**config.mk**
```make
export PLATFORM = sky130hd
export DESIGN_NAME = canv_layer_mix
export DESIGN_NICKNAME = d
export VERILOG_FILES = /design/src/rtl/canv_layer_mix.sv
export SDC_FILE = /design/constraint.sdc
export NUM_CORES = 1
export LEC_CHECK = 0
export ABC_AREA = 1
export CAP_MARGIN = 20
export CORE_MARGIN = 2
export CORE_UTILIZATION = 52
export DETAILED_ROUTE_END_ITERATION = 8
export PLACE_DENSITY = 0.86
export SLEW_MARGIN = 5
export SYNTH_ARGS = -nofsm -noshare
export SYNTH_HDL_FRONTEND = slang
export SYNTH_SLANG_ARGS = --single-unit
export TNS_END_PERCENT = 20
```
**constraint.sdc**
```tcl
create_clock -name clk_pix -period 5.95 [get_ports clk_pix]
set_clock_uncertainty 0.2 [all_clocks]
set_input_delay 0.595 -clock clk_pix [delete_from_list [all_inputs] [get_ports clk_pix]]
set_output_delay 0.595 -clock clk_pix [all_outputs]
set_load 0.05 [all_outputs]
```
**src/rtl/canv_layer_mix.sv**
```systemverilog
`default_nettype none
// ============================================================================
// Module   : canv_layer_mix
// Purpose  : Multi-layer canvas pixel unpack, transparency, priority composite
//            and CLUT paint with display-sync alignment.
//            Optional collision flags enabled by CANV_MIX_COLLIDE_EN.
// Revision : 1.0 - initial release
// ============================================================================
module canv_layer_mix #(
  parameter int LAYERS     = 2,
  parameter int WORD       = 32,
  parameter int CIDX_ADDRW = 8,
  parameter int BPC        = 5,
  parameter int CLUT_LAT   = 2,
  localparam int PIX_IDW   = $clog2(WORD),
  localparam int COLRW     = 3 * BPC
) (
  input  logic                         clk_pix,
  input  logic                         rst_pix,
  input  logic [LAYERS*WORD-1:0]       word,
  input  logic [LAYERS*PIX_IDW-1:0]    pix_id,
  input  logic [LAYERS-1:0]            paint,
  input  logic [LAYERS*2-1:0]          bpp_log2,
  input  logic [LAYERS*CIDX_ADDRW-1:0] pal_off,
  input  logic [LAYERS-1:0]            trans_en,
  input  logic [LAYERS*CIDX_ADDRW-1:0] trans_idx,
  input  logic [COLRW-1:0]             bg_colr,
  input  logic                         hsync,
  input  logic                         vsync,
  input  logic                         de,
  input  logic                         frame,
  output logic [CIDX_ADDRW-1:0]        clut_addr,
  input  logic [COLRW-1:0]             clut_dout,
  output logic                         disp_hsync,
  output logic                         disp_vsync,
  output logic                         disp_de,
  output logic                         disp_frame,
  output logic [BPC-1:0]               disp_r,
  output logic [BPC-1:0]               disp_g,
  output logic [BPC-1:0]               disp_b
`ifdef CANV_MIX_COLLIDE_EN
  ,
  output logic [LAYERS-1:0]            collide
`endif
);

  localparam int c_RAWW = 8;
  localparam int c_CMPW = (CIDX_ADDRW > c_RAWW) ? CIDX_ADDRW : c_RAWW;
  localparam int c_DLYW = 5;  // {any_hit, hsync, vsync, de, frame}

  // ---------------------------------------------------------------- S1 unpack
  logic [c_RAWW-1:0] w_raw [LAYERS];
  logic [LAYERS-1:0] w_hit;

  for (genvar l = 0; l < LAYERS; l++) begin : g_layer
    logic [1:0]         w_bpp;
    logic [PIX_IDW-1:0] w_shamt;
    logic [c_RAWW-1:0]  w_mask;

    assign w_bpp = bpp_log2[2*l +: 2];
    // Masking pix_id to the pixels-per-word range then scaling by bpp is the
    // same as scaling first and dropping the carry out of the word.
    assign w_shamt = PIX_IDW'({3'b000, pix_id[l*PIX_IDW +: PIX_IDW]} << w_bpp);

    always_comb begin
      w_mask = 8'h01;
      case (w_bpp)
        2'd0:    w_mask = 8'h01;
        2'd1:    w_mask = 8'h03;
        2'd2:    w_mask = 8'h0F;
        default: w_mask = 8'hFF;
      endcase
    end

    assign w_raw[l] = c_RAWW'(word[l*WORD +: WORD] >> w_shamt) & w_mask;
    assign w_hit[l] = paint[l] & ~(trans_en[l] &
                      (c_CMPW'(w_raw[l]) == c_CMPW'(trans_idx[l*CIDX_ADDRW +: CIDX_ADDRW])));
  end

  logic [c_RAWW-1:0] r_s1_raw [LAYERS];
  logic [LAYERS-1:0] r_s1_hit;
  logic [3:0]        r_s1_sync;  // {hsync, vsync, de, frame}

  // ------------------------------------------------------------- S2 composite
  logic [c_RAWW-1:0]     w_win_raw;
  logic [CIDX_ADDRW-1:0] w_win_pal;
  logic                  w_any_hit;

  // Walk from the highest layer down so the lowest-numbered hit overrides.
  always_comb begin
    w_win_raw = '0;
    w_win_pal = '0;
    w_any_hit = 1'b0;
    for (int l = LAYERS - 1; l >= 0; l--) begin
      if (r_s1_hit[l]) begin
        w_win_raw = r_s1_raw[l];
        w_win_pal = pal_off[l*CIDX_ADDRW +: CIDX_ADDRW];
        w_any_hit = 1'b1;
      end
    end
  end

  logic              r_s2_hit;
  logic [3:0]        r_s2_sync;
  logic [c_DLYW-1:0] r_dly [CLUT_LAT];

  always_ff @(posedge clk_pix) begin
    if (rst_pix) begin
      for (int l = 0; l < LAYERS; l++) r_s1_raw[l] <= '0;
      r_s1_hit  <= '0;
      r_s1_sync <= '0;
      clut_addr <= '0;
      r_s2_hit  <= 1'b0;
      r_s2_sync <= '0;
      for (int k = 0; k < CLUT_LAT; k++) r_dly[k] <= '0;
    end else begin
      for (int l = 0; l < LAYERS; l++) r_s1_raw[l] <= w_raw[l];
      r_s1_hit  <= w_hit;
      r_s1_sync <= {hsync, vsync, de, frame};
      clut_addr <= CIDX_ADDRW'(w_win_raw) + w_win_pal;
      r_s2_hit  <= w_any_hit;
      r_s2_sync <= r_s1_sync;
      r_dly[0]  <= {r_s2_hit, r_s2_sync};
      for (int k = 1; k < CLUT_LAT; k++) r_dly[k] <= r_dly[k-1];
    end
  end

  // ----------------------------------------------------------------- output
  logic [c_DLYW-1:0] w_tail;
  logic [COLRW-1:0]  w_rgb;

  assign w_tail = r_dly[CLUT_LAT-1];

  always_comb begin
    w_rgb = '0;
    if (w_tail[1]) w_rgb = w_tail[4] ? clut_dout : bg_colr;
  end

  always_ff @(posedge clk_pix) begin
    if (rst_pix) begin
      disp_hsync <= 1'b0;
      disp_vsync <= 1'b0;
      disp_de    <= 1'b0;
      disp_frame <= 1'b0;
      disp_r     <= '0;
      disp_g     <= '0;
      disp_b     <= '0;
    end else begin
      disp_hsync <= w_tail[3];
      disp_vsync <= w_tail[2];
      disp_de    <= w_tail[1];
      disp_frame <= w_tail[0];
      disp_r     <= w_rgb[2*BPC +: BPC];
      disp_g     <= w_rgb[BPC +: BPC];
      disp_b     <= w_rgb[0 +: BPC];
    end
  end

`ifdef CANV_MIX_COLLIDE_EN
  // Clearing the lowest set bit drops the winner and leaves every other hit.
  logic [LAYERS-1:0] w_coll;
  logic [LAYERS-1:0] r_coll_acc;

  assign w_coll = r_s1_sync[1] ? (r_s1_hit & (r_s1_hit - LAYERS'(1))) : '0;

  always_ff @(posedge clk_pix) begin
    if (rst_pix) begin
      r_coll_acc <= '0;
      collide    <= '0;
    end else if (r_s1_sync[0]) begin
      collide    <= r_coll_acc;
      r_coll_acc <= w_coll;
    end else begin
      r_coll_acc <= r_coll_acc | w_coll;
    end
  end
`endif

endmodule
`default_nettype wire

```
==> summary.md <==
| Metric | Value |
|---|---|
| Leak Pwr | `3.873 nW` |
| Critical Path Fanout Max | `34` |
| CTS Buf Count | `9` |
| Peak VDD IR | `0.0001544 V` |
| Number of global-route vias before repair | `6293` |
| Vias/cell | `5.318` |
| Rel. slew slack | `40.05%` |
| Worst path max stage delay | `0.80 ns` |
| Syn Nets | `1241` |
| Remaining global-route overflow | `0` |
| Tcrit/Tclk final | `66.39%` |
| Synth area leader | `nand2_1` |
| Finished Cell Area | `0.007656 mm^2` |
| Core box area | `0.01089 mm^2` |
| Clk_lat worst skew | `0.35 ns` |
| CTS Hold Bufs | `0` |
| CP most frequent cell | `nand2_1` |
| HP Class | `flop to flop` |
| Initial core utilization | `53.62%` |
| RSZ-0062 raised after global routing | `no` |
| Initial antenna violation count | `0` |
| Final HPWL DP | `14.09 mm` |
| Post-synthesis async set-or-reset flop share | `0%` |
| DIE AREA | `0.01209 mm^2` |
| Avg Inst Size Synth | `5.391 um^2` |
| Top cells by area, synth | `nand2_1, dfxtp_1, nand3_1` |
| CP Buf/Inv Count | `1` |
| DR vias | `7232` |
| Setup tns final | `0 ns` |
| Routed wire length | `18.30 mm` |
| Final cell count without fillers | `1360` |
| Largest net degree at the start of global routing | `45` |
| Primary FF master, synth | `dfxtp_1` |
| Gpl congestion | `0.9955` |
| Clk root buf | `clkbuf_8` |
| Die Ht | `110.0 um` |
| P per Cell Area | `169.8 mW/mm^2` |
| Routed length per instance | `13.46 um` |
| Critical Path End Type | `flop` |
| Status | `finished clean` |
| # rows | `38` |
| Clock buffer depth | `2` |
| Top Ports | `177` |
| Mapped Area | `0.005838 mm^2` |
| Part of the Yosys area used for sequential elements | `21.95%` |
| Unique masters post-synth | `31` |
| Synth Register Bits | `64` |
| DRC | `0` |
| Top cell type's share of synthesized area | `27.26%` |
| Resized cells post-CTS | `0` |
| EDFF count, synth | `0` |
| First-pass GRT wire length | `29.10 mm` |
| Crit path DAT | `3.99 ns` |
| FILL cells | `1012` |
| CP delay by family, top | `simple AND/OR/NAND/NOR gates` |
| CTS tree | `yes` |
| Port Buf Inserts | `176` |
| Drt pass-1 iters | `5` |
| Antenna Violating Nets Remaining | `0` |
| Antenna cell count | `0` |
| Final min period | `3.950 ns` |
| Worst setup SP type | `input pin` |
| Maxcap violations | `0` |
| Yosys warnings | `0` |
| Worst path cell trace | `clkdlybuf4s50_1 -> nor2_2 -> nand2_2 -> nand2_1 -> nand3_1 -> nand3_1 -> nand3_1 -> a21oi_1 -> nand2_1 -> nand2_1 -> nand2_1 -> nor2_1 -> nand2_1 -> nor2_1 -> nor2_1` |
| F_max | `253.2 MHz` |
| Synthesis-to-finish area growth | `31.14%` |
| Clock sink total | `64` |
| # nets final | `1373` |
| Crit path max-delay cell type | `nor2_2` |
| Dpl cells | `1344` |
| CP Class | `input pin to flop` |
| Fin. Hold Viols | `0` |
| Setup Viol. Count Final | `0` |
| Mapped Cells | `1083` |
| CTS clk-pin slew, worst paths | `0.07 ns` |
| Slew @ Worst Pin | `0.8964 ns` |
| Die X | `110.0 um` |
| Post-CTS setup buffer count | `0` |
| Total Routing Usage GR | `30.06%` |
| Placement Cell Area | `0.007482 mm^2` |
| H-Tree Depth | `3` |
| Required time worst endpoint | `5.99 ns` |
| Layout cells sized above 1 | `3.443%` |
| Pins Over Slew Limit | `0` |
| DR iter-0 viols | `840` |
[stage by stage]
step	utilization (%)	power, mW	hold WS, ns	setup WS (ns)
finish	70.32	1.300	0.1932	2.000
global route	70.32	1.380	0.2196	1.515
CTS	70.32	1.295	0.1967	2.073
detailed placement	68.72	0.9738	0.1951	1.726
global placement	68.72	0.9718	0.1890	1.807
floorplan	-	0.7971	0.1883	3.517
[per-layer routing]
layer | share of wire (%) | global-route usage [%] | wire length [um] | vias to the layer above
met3 | 9.4 | 3.082 | 1721 | 27
met4 | 2.1 | 10.22 | 389 | 0
met1 | 42 | 39.59 | 7728 | 3165
li1 | - | - | - | 3722
met2 | 46 | 51.01 | 8460 | 318
met5 | 0 | 0 | 0 | -
[area by class of cell]
type,instances,area (um^2),share of cell area (%)
Clock inverter,5,32.53,0.4249
Clock buffer,11,141.4,1.847
Sequential cell,64,1281,16.73
Multi-Input combinational cell,853,3839,50.14
Tap cell,140,175.2,2.288
Timing Repair Buffer,177,1769,23.11
Inverter,110,417.9,5.458
[cells by family (layout without fill, tap and decap cells)]
family / Yosys count / after routing / synth area share (%)
simple gates: 780 / 780 / 57.87
buf+inv: 166 / 303 / 12.30
compound gates: 64 / 64 / 5.894
flops: 64 / 64 / 21.95
fa+ha+maj: 8 / 8 / 1.843
xor+xnor: 1 / 1 / 0.1500
[synthesized netlist by cell type, types with 2 or more instances]
| cell type | number |
|---|---|
| nor2_2 | 3 |
| ha_1 | 7 |
| inv_2 | 6 |
| nand2_2 | 8 |
| buf_4 | 12 |
| buf_6 | 2 |
| inv_1 | 102 |
| buf_2 | 24 |
| nand3_1 | 244 |
| o21ai_1 | 3 |
| nor2_1 | 73 |
| nand2_1 | 424 |
| nand2_4 | 4 |
| a21oi_1 | 40 |
| o21ai_0 | 14 |
| nand4_1 | 9 |
| o211ai_1 | 2 |
| inv_4 | 2 |
| clkbuf_1 | 17 |
| nand3b_1 | 12 |
| a31oi_1 | 2 |
| dfxtp_1 | 64 |
[worst paths after layout]
path	slack [ns]	depth (start not counted)	endpoint	from
setup reg to reg	2.84	14	clut_addr[6]$_SDFF_PP0_	r_s1_hit[0]$_SDFF_PP0_
hold reg to reg	0.19	2	r_dly[0][4]$_SDFF_PP0_	r_s2_hit$_SDFF_PP0_
hold / removal	0.19	2	r_dly[0][4]$_SDFF_PP0_	r_s2_hit$_SDFF_PP0_
setup / recovery	2.00	15	r_s1_hit[1]$_SDFF_PP0_	bpp_log2[3]
[cells in the final DEF, fill, tap and decap left out, types with 8 or more instances in the layout]
cell type,instances
nand2_1,424
inv_1,102
nand4_1,9
nand3_1,244
o21ai_0,14
clkdlybuf4s50_1,176
nand3b_1,12
nor2_1,73
clkbuf_8,10
a21oi_1,40
nand2_2,8
dfxtp_1,64
[worst register-to-register path, delay by kind of cell (launching register included)]
kind	cells	cell delay (ns)
compound gates	3	0.40
fa+ha+maj	2	0.69
flops	1	0.67
simple gates	6	0.58
buf+inv	3	0.52
[where the power goes]
part	internal [mW]	switching [mW]
registers	0.447	0.00882
clock network	0.161	0.164
logic	0.211	0.308
total	0.819	0.481
[registers in the layout, summed over array words and instances, names as in the netlist]
name / cells
clut_addr: 8
r_s1_sync: 4
disp_g: 5
r_s2_hit: 1
r_dly: 10
r_s2_sync: 4
disp_hsync: 1
r_s1_raw: 16
disp_de: 1
disp_b: 5
disp_frame: 1
disp_r: 5
disp_vsync: 1
r_s1_hit: 2
No activity file was read; power rests on OpenSTA's default activity.
